**src/rtl/fetch_pkg.sv**
```systemverilog
// Shared types and constants for the instruction fetch stage.
//   fetch_state_e : fetch FSM states (boot, run, misalignment trap)
//   NOP_INSTR     : word presented to decode while the buffer is empty (addi x0,x0,0)
//   fetch_entry_t : buffered instruction word with its PC
package fetch_pkg;

  localparam int unsigned XLEN = 32;

  localparam logic [XLEN-1:0] NOP_INSTR = 32'h00000013;

  typedef enum logic [1:0] {
    S_BOOT,
    S_RUN,
    S_TRAP
  } fetch_state_e;

  typedef struct packed {
    logic [XLEN-1:0] instr;
    logic [XLEN-1:0] pc;
  } fetch_entry_t;

endpackage

```
**src/rtl/fetch_buffer.sv**
```systemverilog
// Instruction buffer for the fetch stage: BUF_DEPTH-entry FIFO of fetch_entry_t.
// Ports:
//   clk, rst          clock, synchronous active-high reset
//   push, push_entry  write one entry (caller guarantees space)
//   pop               retire the head entry (caller guarantees non-empty)
//   flush             drop all entries; overrides push/pop in the same cycle
//   head_entry        oldest entry (undefined while empty)
//   count, full, empty occupancy status
module fetch_buffer
  import fetch_pkg::*;
#(
  parameter int unsigned BUF_DEPTH = 2,
  localparam int unsigned CntW = $clog2(BUF_DEPTH + 1),
  localparam int unsigned PtrW = (BUF_DEPTH > 1) ? $clog2(BUF_DEPTH) : 1
) (
  input  logic            clk,
  input  logic            rst,
  input  logic            push,
  input  fetch_entry_t    push_entry,
  input  logic            pop,
  input  logic            flush,
  output fetch_entry_t    head_entry,
  output logic [CntW-1:0] count,
  output logic            full,
  output logic            empty
);

  fetch_entry_t    mem_q [BUF_DEPTH];
  logic [PtrW-1:0] wr_ptr_q, rd_ptr_q;
  logic [CntW-1:0] count_q;

  function automatic logic [PtrW-1:0] ptr_inc(input logic [PtrW-1:0] ptr);
    return (ptr == PtrW'(BUF_DEPTH - 1)) ? '0 : ptr + PtrW'(1);
  endfunction

  always_ff @(posedge clk) begin
    if (rst || flush) begin
      wr_ptr_q <= '0;
      rd_ptr_q <= '0;
      count_q  <= '0;
    end else begin
      if (push) begin
        mem_q[wr_ptr_q] <= push_entry;
        wr_ptr_q        <= ptr_inc(wr_ptr_q);
      end
      if (pop) begin
        rd_ptr_q <= ptr_inc(rd_ptr_q);
      end
      count_q <= count_q + CntW'(push) - CntW'(pop);
    end
  end

  assign head_entry = mem_q[rd_ptr_q];
  assign count      = count_q;
  assign empty      = (count_q == '0);
  assign full       = (count_q == CntW'(BUF_DEPTH));

  // The fetch credit rule must never let a push land on a full buffer.
  assert property (@(posedge clk) disable iff (rst || flush) !(push && full && !pop));

endmodule

```
**src/rtl/fetch_unit.sv**
```systemverilog
// Instruction fetch stage: owns the PC, issues word requests to instruction memory,
// buffers returned words and presents {instr, pc} to decode. Redirects from execute
// flush the buffer and drop words still in flight.
// Ports:
//   clk, rst                         clock, synchronous active-high reset
//   imem_req_valid/ready, imem_addr  request channel to instruction memory
//   imem_rsp_valid, imem_rsp_data    in-order responses, no backpressure
//   id_valid/ready, id_instr, id_pc  instruction handed to decode
//   redirect_valid, redirect_pc      taken branch / jump from execute
//   fetch_misalign                   sticky misaligned-redirect flag
// Build option: define MISALIGN_TRAP_EN to trap on misaligned redirect targets; otherwise
// the two low target bits are cleared and fetch_misalign stays 0.
module fetch_unit
  import fetch_pkg::*;
#(
  parameter int unsigned           DATA_WIDTH = 32,
  parameter logic [DATA_WIDTH-1:0] RESET_PC   = '0,
  parameter int unsigned           BUF_DEPTH  = 2
) (
  input  logic                  clk,
  input  logic                  rst,
  output logic                  imem_req_valid,
  input  logic                  imem_req_ready,
  output logic [DATA_WIDTH-1:0] imem_addr,
  input  logic                  imem_rsp_valid,
  input  logic [DATA_WIDTH-1:0] imem_rsp_data,
  output logic                  id_valid,
  input  logic                  id_ready,
  output logic [DATA_WIDTH-1:0] id_instr,
  output logic [DATA_WIDTH-1:0] id_pc,
  input  logic                  redirect_valid,
  input  logic [DATA_WIDTH-1:0] redirect_pc,
  output logic                  fetch_misalign
);

  localparam int unsigned CntW = $clog2(BUF_DEPTH + 1);

  fetch_state_e          state_q, state_d;
  logic [DATA_WIDTH-1:0] pc_q, pc_d;
  // PC of the next live response; responses return in order and every live request since
  // the last redirect is contiguous, so one running tag replaces a full tag queue.
  logic [DATA_WIDTH-1:0] rsp_pc_q, rsp_pc_d;
  logic [CntW-1:0]       inflight_q, inflight_d;
  logic [CntW-1:0]       discard_q, discard_d;
  logic                  misalign_q, misalign_d;

  logic [DATA_WIDTH-1:0] target;
  logic                  target_misaligned;

`ifdef MISALIGN_TRAP_EN
  assign target            = redirect_pc;
  assign target_misaligned = (redirect_pc[1:0] != 2'b00);
`else
  logic unused_target_lsbs;
  assign unused_target_lsbs = ^redirect_pc[1:0];
  assign target             = {redirect_pc[DATA_WIDTH-1:2], 2'b00};
  assign target_misaligned  = 1'b0;
`endif

  fetch_entry_t    push_entry, head_entry;
  logic [CntW-1:0] buf_count;
  logic            buf_full, buf_empty;
  logic            rsp_live, req_fire;
  logic [CntW:0]   occupancy;

  assign occupancy = {1'b0, inflight_q} + {1'b0, buf_count};

  // Requests are withheld during a redirect so the memory never sees a wrong-path handshake.
  assign imem_req_valid = (state_q == S_RUN) && (occupancy < (CntW + 1)'(BUF_DEPTH)) &&
                          !redirect_valid;
  assign imem_addr      = pc_q;
  assign req_fire       = imem_req_valid && imem_req_ready;

  assign rsp_live         = imem_rsp_valid && (discard_q == '0) && !redirect_valid;
  assign push_entry.instr = imem_rsp_data;
  assign push_entry.pc    = rsp_pc_q;

  fetch_buffer #(
    .BUF_DEPTH (BUF_DEPTH)
  ) u_buffer (
    .clk        (clk),
    .rst        (rst),
    .push       (rsp_live),
    .push_entry (push_entry),
    .pop        (id_valid && id_ready),
    .flush      (redirect_valid),
    .head_entry (head_entry),
    .count      (buf_count),
    .full       (buf_full),
    .empty      (buf_empty)
  );

  assign id_valid       = !buf_empty;
  assign id_instr       = buf_empty ? NOP_INSTR : head_entry.instr;
  assign id_pc          = buf_empty ? '0 : head_entry.pc;
  assign fetch_misalign = misalign_q;

  always_comb begin
    state_d    = state_q;
    pc_d       = pc_q;
    rsp_pc_d   = rsp_pc_q;
    inflight_d = inflight_q;
    discard_d  = discard_q;
    misalign_d = misalign_q;

    if (state_q == S_BOOT) begin
      state_d = S_RUN;
    end

    if (req_fire) begin
      pc_d       = pc_q + DATA_WIDTH'(4);
      inflight_d = inflight_q + CntW'(1);
    end

    if (imem_rsp_valid) begin
      inflight_d = inflight_d - CntW'(1);
      if (discard_q != '0) begin
        discard_d = discard_q - CntW'(1);
      end else if (!redirect_valid) begin
        rsp_pc_d = rsp_pc_q + DATA_WIDTH'(4);
      end
    end

    if (redirect_valid) begin
      pc_d       = target;
      rsp_pc_d   = target;
      // Everything still outstanding after this cycle is wrong-path, including words
      // already counted for an earlier redirect.
      discard_d  = inflight_d;
      misalign_d = target_misaligned;
      state_d    = target_misaligned ? S_TRAP : S_RUN;
    end
  end

  always_ff @(posedge clk) begin
    if (rst) begin
      state_q    <= S_BOOT;
      pc_q       <= RESET_PC;
      rsp_pc_q   <= RESET_PC;
      inflight_q <= '0;
      discard_q  <= '0;
      misalign_q <= 1'b0;
    end else begin
      state_q    <= state_d;
      pc_q       <= pc_d;
      rsp_pc_q   <= rsp_pc_d;
      inflight_q <= inflight_d;
      discard_q  <= discard_d;
      misalign_q <= misalign_d;
    end
  end

  logic unused_full;
  assign unused_full = buf_full;

endmodule

```
**config.mk**
```make
export PLATFORM = sky130hd
export DESIGN_NAME = fetch_unit
export DESIGN_NICKNAME = d
export VERILOG_FILES = /design/src/rtl/fetch_pkg.sv /design/src/rtl/fetch_buffer.sv /design/src/rtl/fetch_unit.sv
export SDC_FILE = /design/constraint.sdc
export NUM_CORES = 1
export LEC_CHECK = 0
export CORE_ASPECT_RATIO = 2
export CORE_MARGIN = 2
export CORE_UTILIZATION = 45
export CTS_CLUSTER_DIAMETER = 60
export DETAILED_ROUTE_END_ITERATION = 16
export GPL_ROUTABILITY_DRIVEN = 0
export PLACE_DENSITY = 0.74
export SYNTH_ARGS = -nofsm -noshare
export SYNTH_HDL_FRONTEND = slang
export SYNTH_SLANG_ARGS = --single-unit
```
**constraint.sdc**
```tcl
create_clock -name clk -period 7.1 [get_ports clk]
set_input_delay 1.42 -clock clk [delete_from_list [all_inputs] [get_ports clk]]
set_output_delay 1.42 -clock clk [all_outputs]
set_load 0.005 [all_outputs]
```
# == After elaboration in Yosys (flattened, before gate mapping) ==
# Memories as Yosys holds them, arrays and structs flattened. A register that Yosys moved wholly into a read port is not among the register bits.
# Cells that the tools add are included.
# word_totals
reg_bits,73
out_inout_bits,99
mem_count,1
ram_bits,128
# memory_table
memory,words,word_bits,rd,rd_clocked_by_memory_dff,wr,line_no,text
u_buffer.mem_q,2,64,1,1,1,fetch_buffer.sv:28,fetch_entry_t mem_q [BUF_DEPTH];
# classes
eq_ne,1
mux,21
magnitude_cmp,1
reduce_logical,21
addsub,10
bitwise_logic,1
# ops
cell,count
$mux 32,7
$add 32x3->32 const B,2
$mux 2,5
$reduce_bool 2->1,5
$mux 1,9
$logic_and 1x1->1,6
$logic_not 2->1,3
$reduce_and 2->1,3
$sub 2x1->2 const B,2
$add 2x2->3,1
$lt 3x2->1 const B,1
$add 1x1->1 const B,2
$add 2x1->2,1
$add 2x1->2 const B,1
$logic_not 1->1,2
$ne 2x2->1 const B,1
$reduce_or 2->1,1
$sub 2x1->2,1
$logic_or 1x1->1,1
$not 1->1,1

# == Logic depth before layout (Yosys ltp) ==
# logic_depth
ltp_word,9
depth_mapped,9
depth_no_buf,9

# == Cells and area by module ==
# From an unflattened synthesis, not the netlist that was laid out.
# hier_totals
cells_unflattened,725
area_unflattened_um2,9151.3
# modules_own_cells
mod,cells_each,n_inst,area_each_um2
fetch_buffer,221,1,5148.7
fetch_unit,504,1,4002.6

# == Worst setup path before layout ==
# No wires, ideal clock.
# synth_path
kind,in2reg
from,input port rst
to,"memory u_buffer.mem_q[0][10] (netlist name), enable pin"
arrival_ns,6.419
cell_stages,5
setup_slack_ns,0.123
path_buffers,2
required_ns,6.542
cell_sequence,clkbuf_1 inv_1 clkbuf_1 nand2_1 nor3_1
# synth_via
elab_chain_len,3
# synth_rtl
item,line_no,text
from (decl),fetch_unit.sv:21,"input logic rst,"
$logic_or 1x1->1,fetch_buffer.sv:37,if (rst || flush) begin
$mux 1,fetch_buffer.sv:37,
$mux 1 (not written as such),fetch_buffer.sv:43,mem_q[wr_ptr_q] <= push_entry;
to (decl),fetch_buffer.sv:28,
# Every way passes these cells.

# == Worst setup path in the final report ==
# layout_path
from,input port redirect_valid
to,output port imem_req_valid
# layout_via
elab_chain_len,2
# layout_rtl
item,line_no,text
from (decl),fetch_unit.sv:31,"input logic redirect_valid,"
$logic_not 1->1,n/a,
$logic_and 1x1->1,fetch_unit.sv:69,assign imem_req_valid = (state_q == S_RUN) && (occupancy < (CntW + 1)'(BUF_DEPTH)) &&
to (decl),fetch_unit.sv:22,"output logic imem_req_valid,"
# Every way passes these cells.

==> flow_metrics.env <==
export IMPL_min_period_ns=4.50
export IMPL_synthCells=724
export IMPL_hp_class="register to register"
export IMPL_finalSetupTns_ns=0
export IMPL_dp_hpwl_mm=13.4
export IMPL_rsz0062_at_grt="false"
export IMPL_peakVddDrop_mv=0.147
export IMPL_worstPathRequired_ns=5.68
export IMPL_synthAdderAreaFrac_pct=0.973
export IMPL_cts_num_sinks=194
export IMPL_vias_per_cell=5.43
export IMPL_grt_first_pass_wirelength_mm=30.0
export IMPL_arrival_ns=3.08
export IMPL_fin_ws_ns=2.60
export IMPL_post_place_ws_ns=2.60
export IMPL_htree_num_levels=4
export IMPL_power_switching_mw=0.569
export IMPL_synth_compound_area_share_pct=8.74
export IMPL_internal_power_mw=1.87
export IMPL_nets=953
export IMPL_dp_cells=1077
export IMPL_clk_pin_slew_worst_paths_ns=0.06
export IMPL_drive_gt1_share_pct=5.96
export IMPL_io_buffers=161
export IMPL_slew_headroom_pct=28.6
export IMPL_cpMostUsedCell="clkdlybuf4s50_1"
export IMPL_pin_count=169
export IMPL_period_share_pct=63.3
export IMPL_cts_tree="built"
export IMPL_synth_area_leaders="edfxtp_1 44%, dfxtp_1 17%, mux2i_1 7.5%"
export IMPL_yosysTopAreaCell="edfxtp_1"
export IMPL_wl_mm=19.2
export IMPL_cts_setup_buffers=0
export IMPL_powerDensity_nw_per_um2=224
export IMPL_skew_ns=0.00910
export IMPL_power_frac_comb_pct=10.2
export IMPL_timing_fmax_mhz=222
export IMPL_placed_area_sq_um=10300
export IMPL_synthMuxAreaShare_pct=7.81
export IMPL_cts_resized=0
export IMPL_cp_max_fo=7
export IMPL_track_usage_pct=19.5
export IMPL_worstSetupPathType="input pin to output pin"
export IMPL_vias=6027
export IMPL_cts_buffer_depth=2
export IMPL_yosys_top_cells_count="124 x edfxtp_1, 94 x nor2_1, 70 x dfxtp_1"
export IMPL_wl_per_cell_um=17.3
export IMPL_cts_made_buffers=17
export IMPL_ant_nets=0
export IMPL_syn_avg_cell_area_sq_um=11.7
export IMPL_final_hold_viol_count=0
export IMPL_drc=0
export IMPL_ys_warnings_count=0
export IMPL_pwr_share_clk_pct=36.9
export IMPL_synthSimpleGateAreaFrac_pct=14.5
export IMPL_report_final_slew_viol_count=0
export IMPL_grt_ovfl_total=0
export IMPL_seq_power_share_pct=53.0
export IMPL_die_h_um=198
export IMPL_yosysMostFrequentCell="edfxtp_1"
export IMPL_postCtsHoldBufs=0
export IMPL_finalSetupViolCount=0
export IMPL_p_sw_share_pct=23.4
export IMPL_grt_pass1_vias=5892
export IMPL_grt_max_degree=72
export IMPL_area_growth_syn_to_layout_pct=27.9
export IMPL_cap_violations=0
export IMPL_antenna_found_initial=0
export IMPL_worst_slew_pin_slew_ns=1.07
export IMPL_die_w_um=101
export IMPL_worst_hold_slack_ns=0.481
export IMPL_drt_initial_drc_count=264
export IMPL_crit_slowest_cell="clkdlybuf4s50_1"
export IMPL_synth_cell_type_count=55
export IMPL_p_leak_nw=3.59
export IMPL_synthXorXnorAreaFrac_pct=4.95
export IMPL_synth_area_sq_um=8490
export IMPL_async_flop_share_pct=0
export IMPL_cp_start_kind="input pin"
export IMPL_synth_flop_cell="edfxtp_1"
export IMPL_initial_core_util_pct=45.5
export IMPL_fp_dieArea_sq_um=20000
export IMPL_dr_pass1_iters=5
export IMPL_crit_chain="clkdlybuf4s50_1 > nor4b_4 > clkdlybuf4s50_1"
export IMPL_outcome="complete, no violations"
export IMPL_max_stage_delay_ns=0.61
export IMPL_clk_latency_ns=0.42
export IMPL_finalNonFillerCells=1109
export IMPL_synth_edf_count=124
export IMPL_diodes=0
export IMPL_synth_ff_latch_count=194
export IMPL_core_sq_um=18700
export IMPL_cts_root_buf="clkbuf_16"
export IMPL_synth_top_family_by_area="simple AND/OR/NAND/NOR gates"
export IMPL_synthDominantCellAreaShare_pct=43.9
export IMPL_cp_end_kind="output pin"
export IMPL_rows=71
export IMPL_synth_seq_area_share_pct=60.4
export IMPL_stdcell_area_sq_um=10900
[layout by cell type (no fill, tap or decap), drive strengths merged, types with 5 or more instances in the layout]
cell / instances
dfxtp: 70
ha: 5
nand2: 46
edfxtp: 124
xor2: 27
o21a: 16
nor4: 6
a21boi: 17
conb: 5
a21oi: 24
o21ai: 17
nor3: 14
and2: 8
and4: 7
and3: 12
mux2i: 64
a211oi: 11
nand3: 20
buf: 8
nor2: 94
nand4: 24
xnor2: 21
clkbuf: 20
a31oi: 13
clkdlybuf4s50: 161
inv: 22
[per-stage QoR]
stage	util, %	total power [mW]
floorplan	-	1.43
global placement	55.2	1.56
detailed placement	55.2	1.56
CTS	58.2	2.46
global route	58.2	2.53
finish	58.2	2.44
[logic make-up (layout without fill, tap and decap cells)]
kind of cell | count (synthesis) | after routing
and+or+nand+nor | 244 | 244
DFF | 194 | 194
AOI/OAI and AO/OA | 113 | 113
muxes | 66 | 66
buffers and inverters | 52 | 214
xor gates and xnor gates | 48 | 48
adders and majority gates | 6 | 6
other | 1 | 5
[final timing paths]
check,from,endpoint,slack (ns),depth (start not counted)
max reg2reg,inflight_q[0],imem_addr[30],4.35,8
max,redirect_valid,imem_req_valid,2.60,3
min,rsp_pc_q[31],u_buffer.mem_q[0][31],0.48,0
min reg2reg,rsp_pc_q[31],u_buffer.mem_q[0][31],0.48,0
[power by group through the flow]
stage	combinational (mW)	sequential, mW	clock [mW]
after floorplan	0.124	1.30	0
after global placement	0.243	1.31	0
after detailed placement	0.248	1.31	0
after CTS	0.250	1.29	0.921
after global routing	0.270	1.30	0.959
final	0.248	1.29	0.898
[registers in the layout, indices dropped and copies added, names as in the netlist, 2 cells and up, named ones only]
| signal | count |
|---|---|
| u_buffer.mem_q | 124 |
| imem_addr | 30 |
| rsp_pc_q | 30 |
| discard_q | 2 |
| inflight_q | 2 |
| u_buffer.count | 2 |
[per-layer routing]
metal / GRT usage [%] / vias to the layer above / wire [um]
met5: 0 / - / 0
met4: 9.66 / 0 / 635
met3: 3.60 / 32 / 849
met2: 36.3 / 174 / 10800
met1: 20.2 / 2871 / 6900
li1: - / 2950 / -
[critical path, delay by kind of cell]
kind	cells	cell delay (ns)
buffers and inverters	2	1.10
AND/OR/NAND/NOR	1	0.55
[cell type report]
class	count	area, sq um
clock buffers	20	468
clock inverters	12	93.8
multi-input cells	482	3170
flip-flops and latches	194	5130
well taps	219	274
inverters	13	48.8
fillers	1574	7800
repair buffers	169	1670
Power figures use the tool's default switching activity.
